**config.mk**
```make
export PLATFORM = sky130hd
export DESIGN_NAME = ysyx_22041211_ifu
export DESIGN_NICKNAME = d
export VERILOG_FILES = /design/src/rtl/ysyx_22041211_pkg.sv /design/src/rtl/ysyx_22041211_Reg.sv /design/src/rtl/ysyx_22041211_ifu.sv
export SDC_FILE = /design/constraint.sdc
export NUM_CORES = 1
export LEC_CHECK = 0
export ABC_AREA = 1
export ABC_CLOCK_PERIOD_IN_PS = 3380
export BUFFER_PORTS_ARGS = -buffer_cell sky130_fd_sc_hd__buf_4
export CORE_MARGIN = 2
export CORE_UTILIZATION = 48
export DETAILED_ROUTE_END_ITERATION = 12
export GPL_TIMING_DRIVEN = 0
export HOLD_SLACK_MARGIN = 0.02
export PLACE_DENSITY = 0.89
export SLEW_MARGIN = 20
export SYNTH_ARGS = -nofsm -noshare
export SYNTH_HDL_FRONTEND = slang
export SYNTH_SLANG_ARGS = --single-unit
```
**constraint.sdc**
```tcl
create_clock -name clk -period 3.38 [get_ports clk]
set_input_delay 0.338 -clock clk [delete_from_list [all_inputs] [get_ports clk]]
set_output_delay 0.338 -clock clk [all_outputs]
set_load 0.005 [all_outputs]
```
**src/rtl/ysyx_22041211_pkg.sv**
```systemverilog
// Shared types and constants for the NPC fetch path.
package ysyx_22041211_pkg;

  // Fetch FSM: issue request, wait for memory, hold instruction for decode.
  typedef enum logic [1:0] {
    StIdle = 2'd0,
    StWait = 2'd1,
    StHold = 2'd2
  } ifu_state_e;

  localparam logic [31:0] RESET_PC_DEFAULT = 32'h8000_0000;
  // addi x0, x0, 0
  localparam logic [31:0] INST_NOP         = 32'h0000_0013;

endpackage

```
**src/rtl/ysyx_22041211_Reg.sv**
```systemverilog
// Generic register with synchronous active-high reset and write enable.
module ysyx_22041211_Reg #(
  parameter int unsigned      WIDTH     = 1,
  parameter logic [WIDTH-1:0] RESET_VAL = '0
) (
  input  logic             clk,
  input  logic             rst,
  input  logic [WIDTH-1:0] din,
  output logic [WIDTH-1:0] dout,
  input  logic             wen
);

  // Load on write enable; reset wins.
  always_ff @(posedge clk) begin
    if (rst) begin
      dout <= RESET_VAL;
    end else if (wen) begin
      dout <= din;
    end
  end

endmodule

```
**src/rtl/ysyx_22041211_ifu.sv**
```systemverilog
// Instruction fetch unit: single-outstanding imem request, holds the fetched
// instruction for decode and strobes the PC counter when decode accepts it.
module ysyx_22041211_ifu
  import ysyx_22041211_pkg::*;
#(
  parameter int unsigned         ADDR_LEN = 32,
  parameter int unsigned         DATA_LEN = 32,
  parameter logic [ADDR_LEN-1:0] RESET_PC = ADDR_LEN'(RESET_PC_DEFAULT)
) (
  input  logic                clk,
  input  logic                rst,
  input  logic [ADDR_LEN-1:0] pc_i,
  input  logic                branch_flush_i,
  output logic                imem_req_valid_o,
  input  logic                imem_req_ready_i,
  output logic [ADDR_LEN-1:0] imem_addr_o,
  input  logic                imem_rsp_valid_i,
  input  logic [DATA_LEN-1:0] imem_rsp_data_i,
  output logic                inst_valid_o,
  input  logic                inst_ready_i,
  output logic [DATA_LEN-1:0] inst_o,
  output logic [ADDR_LEN-1:0] inst_pc_o,
  output logic [ADDR_LEN-1:0] pc_plus_4_o,
  output logic                pc_we_o
);

  ifu_state_e          state_q, state_d;
  logic                discard_q, discard_d;
  logic                pc_wen, inst_wen;
  logic [ADDR_LEN-1:0] pc_q;
  logic [DATA_LEN-1:0] inst_q;

  ysyx_22041211_Reg #(
    .WIDTH     (ADDR_LEN),
    .RESET_VAL (RESET_PC)
  ) u_pc_reg (
    .clk  (clk),
    .rst  (rst),
    .din  (pc_i),
    .dout (pc_q),
    .wen  (pc_wen)
  );

  ysyx_22041211_Reg #(
    .WIDTH     (DATA_LEN),
    .RESET_VAL ('0)
  ) u_inst_reg (
    .clk  (clk),
    .rst  (rst),
    .din  (imem_rsp_data_i),
    .dout (inst_q),
    .wen  (inst_wen)
  );

  // FSM state and the "drop the in-flight response" flag.
  always_ff @(posedge clk) begin
    if (rst) begin
      state_q   <= StIdle;
      discard_q <= 1'b0;
    end else begin
      state_q   <= state_d;
      discard_q <= discard_d;
    end
  end

  // Next-state, handshake and register-enable decode.
  always_comb begin
    state_d          = state_q;
    discard_d        = discard_q;
    imem_req_valid_o = 1'b0;
    inst_valid_o     = 1'b0;
    pc_we_o          = 1'b0;
    pc_wen           = 1'b0;
    inst_wen         = 1'b0;
    unique case (state_q)
      StIdle: begin
        imem_req_valid_o = ~branch_flush_i;
        if (imem_req_valid_o && imem_req_ready_i) begin
          pc_wen  = 1'b1;
          state_d = StWait;
        end
      end
      StWait: begin
        if (imem_rsp_valid_i) begin
          if (discard_q || branch_flush_i) begin
            discard_d = 1'b0;
            state_d   = StIdle;
          end else begin
            inst_wen = 1'b1;
            state_d  = StHold;
          end
        end else if (branch_flush_i) begin
          // Response still owed by memory; swallow it when it arrives.
          discard_d = 1'b1;
        end
      end
      StHold: begin
        inst_valid_o = ~branch_flush_i;
        if (branch_flush_i) begin
          state_d = StIdle;
        end else if (inst_ready_i) begin
          pc_we_o = 1'b1;
          state_d = StIdle;
        end
      end
      default: begin
        state_d = StIdle;
      end
    endcase
  end

  assign imem_addr_o = pc_i;
  assign inst_o      = inst_q;
  assign inst_pc_o   = pc_q;
  assign pc_plus_4_o = pc_q + ADDR_LEN'(4);

endmodule
```
Word-level counts from Yosys, hierarchy flattened. Index checks and enable logic that the tools add are counted.

$add $sub $neg: 1. Equality and inequality tests: 6. Muxes and demuxes: 19. Bitwise gates (word level): 1. Reductions and logical operators: 6.

Operator list (number): adder 32 x 3 -> 32 bit, second input constant (1); two-way mux 1 bit (13); two-way mux 2 bit (5); one-hot mux 2 bit (3 select lines) (1); AND reduction 3 bit (2); inequality test 2 bit, second input constant (2); inequality test 3 bit, second input constant (1); equality test 2 x 1 -> 1 bit, second input constant (1); equality test 2 bit, second input constant (1); zero test 2 bit (1); inequality test 2 x 1 -> 1 bit, second input constant (1); nonzero test 2 bit (1); logical AND 1 bit (1); logical OR 1 bit (1); inverter 1 bit (1).

Register bits after elaboration: 67. Input port bits: 70.

Depth between registers and ports, before layout. Gate-level depths: netlist of run 1.

Depth in word-level cells: 4. Mapped depth: 8. Depth with buffers taken out: 8.

Cells and area by module. Synthesis of run 1 repeated with hierarchy kept, for this count alone.

Cells, all modules: 633. Area, all modules: 3911.3 um^2.

Modules (own cells, without submodules): ysyx_22041211_Reg (u_inst_reg) (instances 1, cells each 203, area each 1338.8 um^2, sequential area each 640.6 um^2); ysyx_22041211_Reg (u_pc_reg) (instances 1, cells each 202, area each 1336.3 um^2, sequential area each 640.6 um^2); ysyx_22041211_ifu (instances 1, cells each 228, area each 1236.2 um^2, sequential area each 60.1 um^2).

Worst setup path after synthesis of run 1. Ideal clock, no wire load.

Path kind: reg2out. Start point: reg u_pc_reg.dout[3]. End point: out pc_plus_4_o[18]. Arrival time: 1.211 ns. Data required time: 3.042 ns. Slack: 1.831 ns. Cell stages (with the launch flop): 7. Path buffers: 0. Cells stage by stage: dfxtp_1 > ha_1 > nand2_1 > nor2_4 > nand2_4 > nor2_4 > xor2_1.

Longest elaborated chain between the ends: 1.

Ends and longest elaborated chain: start: declaration (RTL line ysyx_22041211_Reg.sv:9) `output logic [WIDTH-1:0] dout,`; start signal: assignment (RTL line ysyx_22041211_Reg.sv:18) `dout <= din;`; adder 32 x 3 -> 32 bit (RTL line ysyx_22041211_ifu.sv:115) `assign pc_plus_4_o = pc_q + ADDR_LEN'(4);`; end: declaration (RTL line ysyx_22041211_ifu.sv:23) `output logic [ADDR_LEN-1:0] pc_plus_4_o,`.

No other way between the ends.

Worst setup path after layout of run 1.
Start point: reg u_pc_reg.dout[3]. End point: out pc_plus_4_o[16].

Same word-level chain as after synthesis.

==> results of run 1 <==
[critical path, cell delays in order (launching register included)]
cell and delay [ns]:
dfxtp_1 0.41, ha_1 0.24, nand2_1 0.11, nor2_4 0.18, nand2_1 0.09, nor2_2 0.18, xor2_1 0.17, buf_4 0.13
[synth_stat cells]
cell,count,share of area (%)
nor2_1,159,17
nand2_1,80,8.4
dfxtp_1,67,38
o21ai_0,59,8.3
buf_4,35,7.4
inv_1,23,2.4
nor2_4,10,3.2
xor2_1,10,2.5
buf_2,9,1.3
nand3_1,8,1.1
nand3b_1,7,1.5
clkbuf_1,6,0.63
nand2_2,6,1.1
o21ai_1,5,0.70
xnor2_1,4,0.99
and2_1,3,0.53
buf_6,3,0.95
a21oi_1,2,0.28
nand2_4,2,0.63
nor2_2,2,0.35
nor2_8,2,1.1
ha_1,1,0.35
inv_2,1,0.11
nand2_8,1,0.56
nand4_1,1,0.18
nor3_1,1,0.14
nor4_1,1,0.18
o211ai_1,1,0.21
xor2_2,1,0.46
[cell families after synthesis]
kind of cell,count (synthesis)
compound gates,67
xor+xnor,15
fa+ha+maj,1
buf+inv,77
flops,67
simple gates,283
[cells in the final DEF, fill, tap and decap left out, types with 5 or more instances in the layout]
cell / instances
o21ai_0: 59
nand2_1: 80
inv_1: 23
nand3b_1: 7
dfxtp_1: 67
clkbuf_1: 6
clkbuf_8: 9
buf_4: 235
o21ai_1: 5
nand2_2: 6
buf_2: 9
nand3_1: 8
xor2_1: 10
nor2_1: 159
nor2_4: 10
[power by group]
part | switching [mW] | total (mW) | internal (mW)
Combinational | 0.144 | 0.361 | 0.217
Sequential | 0.0510 | 0.879 | 0.828
Clock | 0.325 | 0.745 | 0.420
Total | 0.520 | 1.98 | 1.47
[sequential cells by signal, indices dropped and copies added, names as in the netlist]
signal / flops
u_inst_reg.dout: 32
u_pc_reg.dout: 32
state_q: 2
discard_q: 1
[metal layers]
metal	wire, um	share of wire (%)	vias up	global-route usage (%)
met3	1014	9.5	16	9.053
met1	4267	40	1726	29.29
met2	5226	49	184	46.74
met5	0	0	-	0
li1	-	-	1980	-
met4	151	1.4	0	7.179
[worst min path at each step]
stage	from	to	slack, ns	depth (start not counted)
after floorplan	rst	state_q[0]	0.41	1
after CTS	rst	state_q[1]	0.15	2
after detailed placement	u_inst_reg.dout[15]	u_inst_reg.dout[15]	0.49	2
after global placement	u_inst_reg.dout[24]	u_inst_reg.dout[24]	0.48	2
final	rst	state_q[0]	0.16	2
after global routing	rst	state_q[0]	0.15	2
[area by class of cell]
| type | instances | area [um2] |
|---|---|---|
| inverters | 24 | 90.09 |
| clock inverters | 7 | 98.84 |
| repair buffers | 200 | 1501 |
| plain buffers | 53 | 364.1 |
| multi-input cells | 366 | 1760 |
| fillers | 577 | 1810 |
| flip-flops and latches | 67 | 1341 |
| well taps | 99 | 123.9 |
| clock buffers | 9 | 123.9 |
[stage by stage]
| stage | hold slack [ns] | std cells | utilization (%) | power [mW] |
|---|---|---|---|---|
| finish | 0.1576 | 825 | 74.90 | 1.985 |
| global route | 0.1471 | 825 | 74.90 | 2.065 |
| CTS | 0.1468 | 825 | 74.90 | 1.998 |
| detailed placement | 0.4924 | 809 | 71.82 | 1.259 |
| global placement | 0.4816 | 809 | 71.82 | 1.250 |
| floorplan | 0.4071 | 510 | - | 1.023 |
==> flow_summary.json, run 1 <==
{
  "status": "completed",
  "avgSynthCellArea_um2": 6.972,
  "htree_levels": 3,
  "cts-root-buf": "clkbuf_8",
  "cts_max_path_buffers": 2,
  "fin_area_um2": 5404,
  "cap_violations": 0,
  "area_growth_syn_to_layout_pct": 51.97,
  "cts.sinks": 67,
  "max_freq_mhz": 455.5,
  "hpwlAfterDp_um": 8659,
  "power_density_nw_per_um2": 367.3,
  "drc": 0,
  "cts_setup_buffers": 0,
  "synth.distinct_cells": 29,
  "worst_pin_slew_ns": 0.4079,
  "final_max_slew_viol_count": 0,
  "finalCritPeriodShare_pct": 64.95,
  "critPathArrivalTime_ns": 1.86,
  "crit_required_ns": 3.04,
  "min_path_type": "input pin to flip-flop",
  "seq_area_frac_synth_pct": 37.72,
  "synthXorXnorAreaFrac_pct": 3.906,
  "cts_buffers": 9,
  "wl_per_cell_um": 12.92,
  "drt_iter0_markers": 159,
  "ant_nets": 0,
  "fin_nets": 792,
  "setup_violations": 0,
  "die_y_um": 90.07,
  "start_util_pct": 49.29,
  "globalplace.congestion": 0.8713,
  "r2r_cells": 7,
  "path_max_fanout": 4,
  "synthAdderAreaFrac_pct": 0.3519,
  "antenna_found_initial": 0,
  "rows": 31,
  "clk_pin_slew_ns": 0.08,
  "cts_tree": "yes",
  "synth_top_family_by_area": "simple AND/OR/NAND/NOR gates",
  "portBuffers": 200,
  "post-place-ws_ns": 1.538,
  "reg2reg_to": "u_pc_reg.dout[15]",
  "p_leak_nw": 2.791,
  "synth_area_um2": 3556,
  "cp-startpoint": "u_pc_reg.dout[3]",
  "synthesis.nets": 581,
  "first_global_vias": 3862,
  "maxSlewHeadroom_pct": 72.80,
  "core-area_um2": 7214,
  "drive_gt1_share_pct": 39.67,
  "wirelength_um": 10660,
  "viasPerCell": 4.735,
  "pin_count": 201,
  "cts_repair_resize_count": 0,
  "r2r-start": "state_q[1]",
  "synthCells": 510,
  "rsz0062_at_grt": "no",
  "num_vias": 3906,
  "layout_min_cycle_time_ns": 2.195,
  "fin_worst_skew_ns": 0.01150,
  "die-area_um2": 8113,
  "die_x_um": 90.07,
  "cp-start-kind": "flip-flop",
  "grt_use_total_pct": 26.07,
  "yosys_register_bits": 67,
  "peakVddDrop_uv": 303.1,
  "cp-end-kind": "output pin",
  "clk_latency_ns": 0.35,
  "ctsHoldBuffers": 0,
  "grt_pass1_wl_um": 17510,
  "synth_simple_gate_area_share_pct": 35.75,
  "synth_compound_area_share_pct": 9.500,
  "endpoint": "pc_plus_4_o[16]",
  "firstDrtPassIters": 5,
  "final_hold_viol_count": 0,
  "grt.overflow.total": 0,
  "diodes": 0,
  "synthMuxAreaShare_pct": 0,
  "r2r_setup_slack_ns": 2.05,
  "placed_area_um2": 5181,
  "fin_ws_ns": 1.185,
  "synth_warnings": 0,
  "grt_max_degree": 14,
  "worst-setup-path-type": "flip-flop to output pin",
  "tns_ns": 0
}
No activity file was read; power rests on OpenSTA's default activity.
==> run 2: changes to the inputs <==
--- a/config.mk
+++ b/config.mk
@@ -5,15 +5,15 @@
 export SDC_FILE = /design/constraint.sdc
 export NUM_CORES = 1
 export LEC_CHECK = 0
-export ABC_AREA = 1
-export ABC_CLOCK_PERIOD_IN_PS = 3380
+export ABC_AREA = 0
+export ABC_CLOCK_PERIOD_IN_PS = 2150
 export BUFFER_PORTS_ARGS = -buffer_cell sky130_fd_sc_hd__buf_4
 export CORE_MARGIN = 2
-export CORE_UTILIZATION = 48
+export CORE_UTILIZATION = 44
 export DETAILED_ROUTE_END_ITERATION = 12
 export GPL_TIMING_DRIVEN = 0
 export HOLD_SLACK_MARGIN = 0.02
-export PLACE_DENSITY = 0.89
+export PLACE_DENSITY = 0.84
 export SLEW_MARGIN = 20
 export SYNTH_ARGS = -nofsm -noshare
 export SYNTH_HDL_FRONTEND = slang
==> constraint.sdc (replaced) <==
create_clock -name clk -period 2.15 [get_ports clk]
set_input_delay 0.215 -clock clk [delete_from_list [all_inputs] [get_ports clk]]
set_output_delay 0.215 -clock clk [all_outputs]
set_load 0.005 [all_outputs]
==> flow_summary.json, run 2 <==
{
  "globalplace.congestion": 0.8394,
  "cp-start-kind": "flip-flop",
  "wl_per_cell_um": 14.16,
  "synth_top_area_share_pct": 40.23,
  "async_flop_share_pct": 0,
  "grt_max_degree": 14,
  "firstDrtPassIters": 4,
  "die_y_um": 91.06,
  "start_util_pct": 45.73,
  "pin_count": 201,
  "die-area_um2": 8291,
  "synthFlopType": "dfxtp_1",
  "critPathArrivalTime_ns": 1.93,
  "die_x_um": 91.06,
  "cts_tree": "yes",
  "rows": 31,
  "final_max_slew_viol_count": 0,
  "total_power_mw": 2.761,
  "core-area_um2": 7292,
  "post-place-ws_ns": 0.1892,
  "p_int_mw": 1.993,
  "slowest_delay_ns": 0.39,
  "final_cell_mix": "buf_4, nand2_1, a21oi_1, dfxtp_1, clkbuf_1",
  "worstPathCellList": "and4_4, buf_8, nand4_4, buf_6, nor3_2, xor2_1, buf_4",
  "fin_worst_skew_ns": 0.007001,
  "p_leak_nw": 2.591,
  "grt_pass1_wl_um": 16480,
  "status": "completed",
  "synthCells": 427,
  "synth_warnings": 0,
  "ant_nets": 0,
  "fin_ws_ns": 0.009366,
  "cts_buffers": 9,
  "crit_required_ns": 1.93,
  "maxSlewHeadroom_pct": 62.98,
  "final_hold_viol_count": 0,
  "grt.overflow.total": 0,
  "synthTopCellsByArea": "dfxtp_1, nand2_1, a21oi_1, buf_4, xor2_1",
  "top_regs": "u_inst_reg.dout (32), u_pc_reg.dout (32), state_q (2)",
  "fin_nets": 726,
  "yosysTopAreaCell": "dfxtp_1",
  "clk_pin_slew_ns": 0.08,
  "avgSynthCellArea_um2": 7.809,
  "power.switching_mw": 0.7675,
  "first_global_vias": 3577,
  "worst_pin_slew_ns": 0.5511,
  "num_vias": 3770,
  "yosysMostFrequentCell": "nand2_1",
  "ctsHoldBuffers": 0,
  "max_freq_mhz": 467.2,
  "clk_latency_ns": 0.33,
  "area_growth_syn_to_layout_pct": 63.23,
  "dp_cells": 725,
  "comb_power_share_pct": 18.0,
  "hpwlAfterDp_um": 7913,
  "rsz0062_at_grt": "yes",
  "pwr-share-seq_pct": 47.8,
  "clkPwrFrac_pct": 34.2,
  "setup_violations": 0,
  "switching_share_pct": 27.80,
  "synth_area_um2": 3334,
  "drive_gt1_share_pct": 48.33,
  "yosys_register_bits": 67,
  "antenna_found_initial": 0,
  "synth-edff-count": 0,
  "cap_violations": 0,
  "cts_max_path_buffers": 2,
  "final_cells": 759,
  "diodes": 0,
  "cp-end-kind": "output pin",
  "tns_ns": 0,
  "htree_levels": 3,
  "seq_area_frac_synth_pct": 40.23,
  "synthesis.nets": 498,
  "peakVddDrop_uv": 401.8,
  "min_path_type": "input pin to flip-flop",
  "cts.sinks": 67,
  "slowest_stage": "dfxtp_4",
  "cts-root-buf": "clkbuf_8",
  "layout_min_cycle_time_ns": 2.141,
  "worst-setup-path-type": "flip-flop to output pin",
  "drt_iter0_markers": 130,
  "final_common_cell": "buf_4",
  "grt_use_total_pct": 24.26,
  "wirelength_um": 10740,
  "synth.distinct_cells": 31,
  "portBuffers": 199,
  "viasPerCell": 4.967,
  "drc": 0,
  "synthTopCellsByCount": "nand2_1, dfxtp_1, a21oi_1",
  "power_density_nw_per_um2": 507.3,
  "finalCritPeriodShare_pct": 99.56,
  "path_max_fanout": 7
}
[run 2: routing by layer]
layer	vias to the layer above	global-route usage [%]	share of wire, %
met5	-	0	0
met4	0	11.24	3.3
met3	31	6.639	8.2
met2	176	44.07	51
met1	1738	25.92	37
li1	1825	-	-
[run 2: cell type report]
type                       instances  area, um2
clock inverter                     7      52.55
timing repair buffer             216       1629
clock buffer                       9      123.9
fill                             555       1849
multi-input combinational        293       1695
inverter                           7      26.28
tap                               99      123.9
buffer                            61      404.1
sequential                        67       1388
[run 2: final timing paths]
check | from | to | slack (ns) | cells after the start
setup / recovery | u_pc_reg.dout[4] | pc_plus_4_o[17] | 0.009 | 7
hold / removal | imem_rsp_valid_i | discard_q | 0.08 | 2
setup reg to reg | state_q[1] | u_pc_reg.dout[12] | 0.45 | 4
hold reg to reg | u_inst_reg.dout[7] | u_inst_reg.dout[7] | 0.46 | 2
[run 2: worst max-delay path, delay by kind of cell (launching register included)]
family | cells | cell delay (ns)
flops | 1 | 0.39
buf+inv | 3 | 0.47
xor+xnor | 1 | 0.17
simple gates | 3 | 0.56
[run 2: through the flow]
stage	utilization, %	hold WS [ns]	instance area, um2
after global routing	74.64	0.07308	5443
after detailed placement	67.91	0.4311	4952
final	74.64	0.07767	5443
after CTS	72.46	0.06963	5284
after floorplan	-	0.2943	3334
after global placement	67.91	0.4173	4952
[run 2: timing repair]
| action | CTS | global route |
|---|---|---|
| setup buffers | 8 | 9 |
| pin swaps | 6 | 15 |
| endpoints found under the setup margin | 18 | 20 |
| cloned | 1 | 0 |
| resized for setup | 27 | 26 |
[run 2: power groups by stage]
stage | sequential, mW | combinational [mW] | clock, mW
5_1_grt | 1.33 | 0.537 | 1.02
3_3_place_gp | 1.35 | 0.462 | 0
2_1_floorplan | 1.35 | 0.179 | 0
4_1_cts | 1.32 | 0.485 | 0.958
3_5_place_dp | 1.36 | 0.472 | 0
6_report | 1.32 | 0.497 | 0.945
[run 2: logic make-up after synthesis]
logic type,synth area share (%)
AO/OA/AOI/OAI,9.981
buffers and inverters,12.16
XOR/XNOR,7.354
AND/OR/NAND/NOR,29.57
flip-flops,40.23
multiplexers,0.3377
adder cells (fa/ha/maj),0.3752
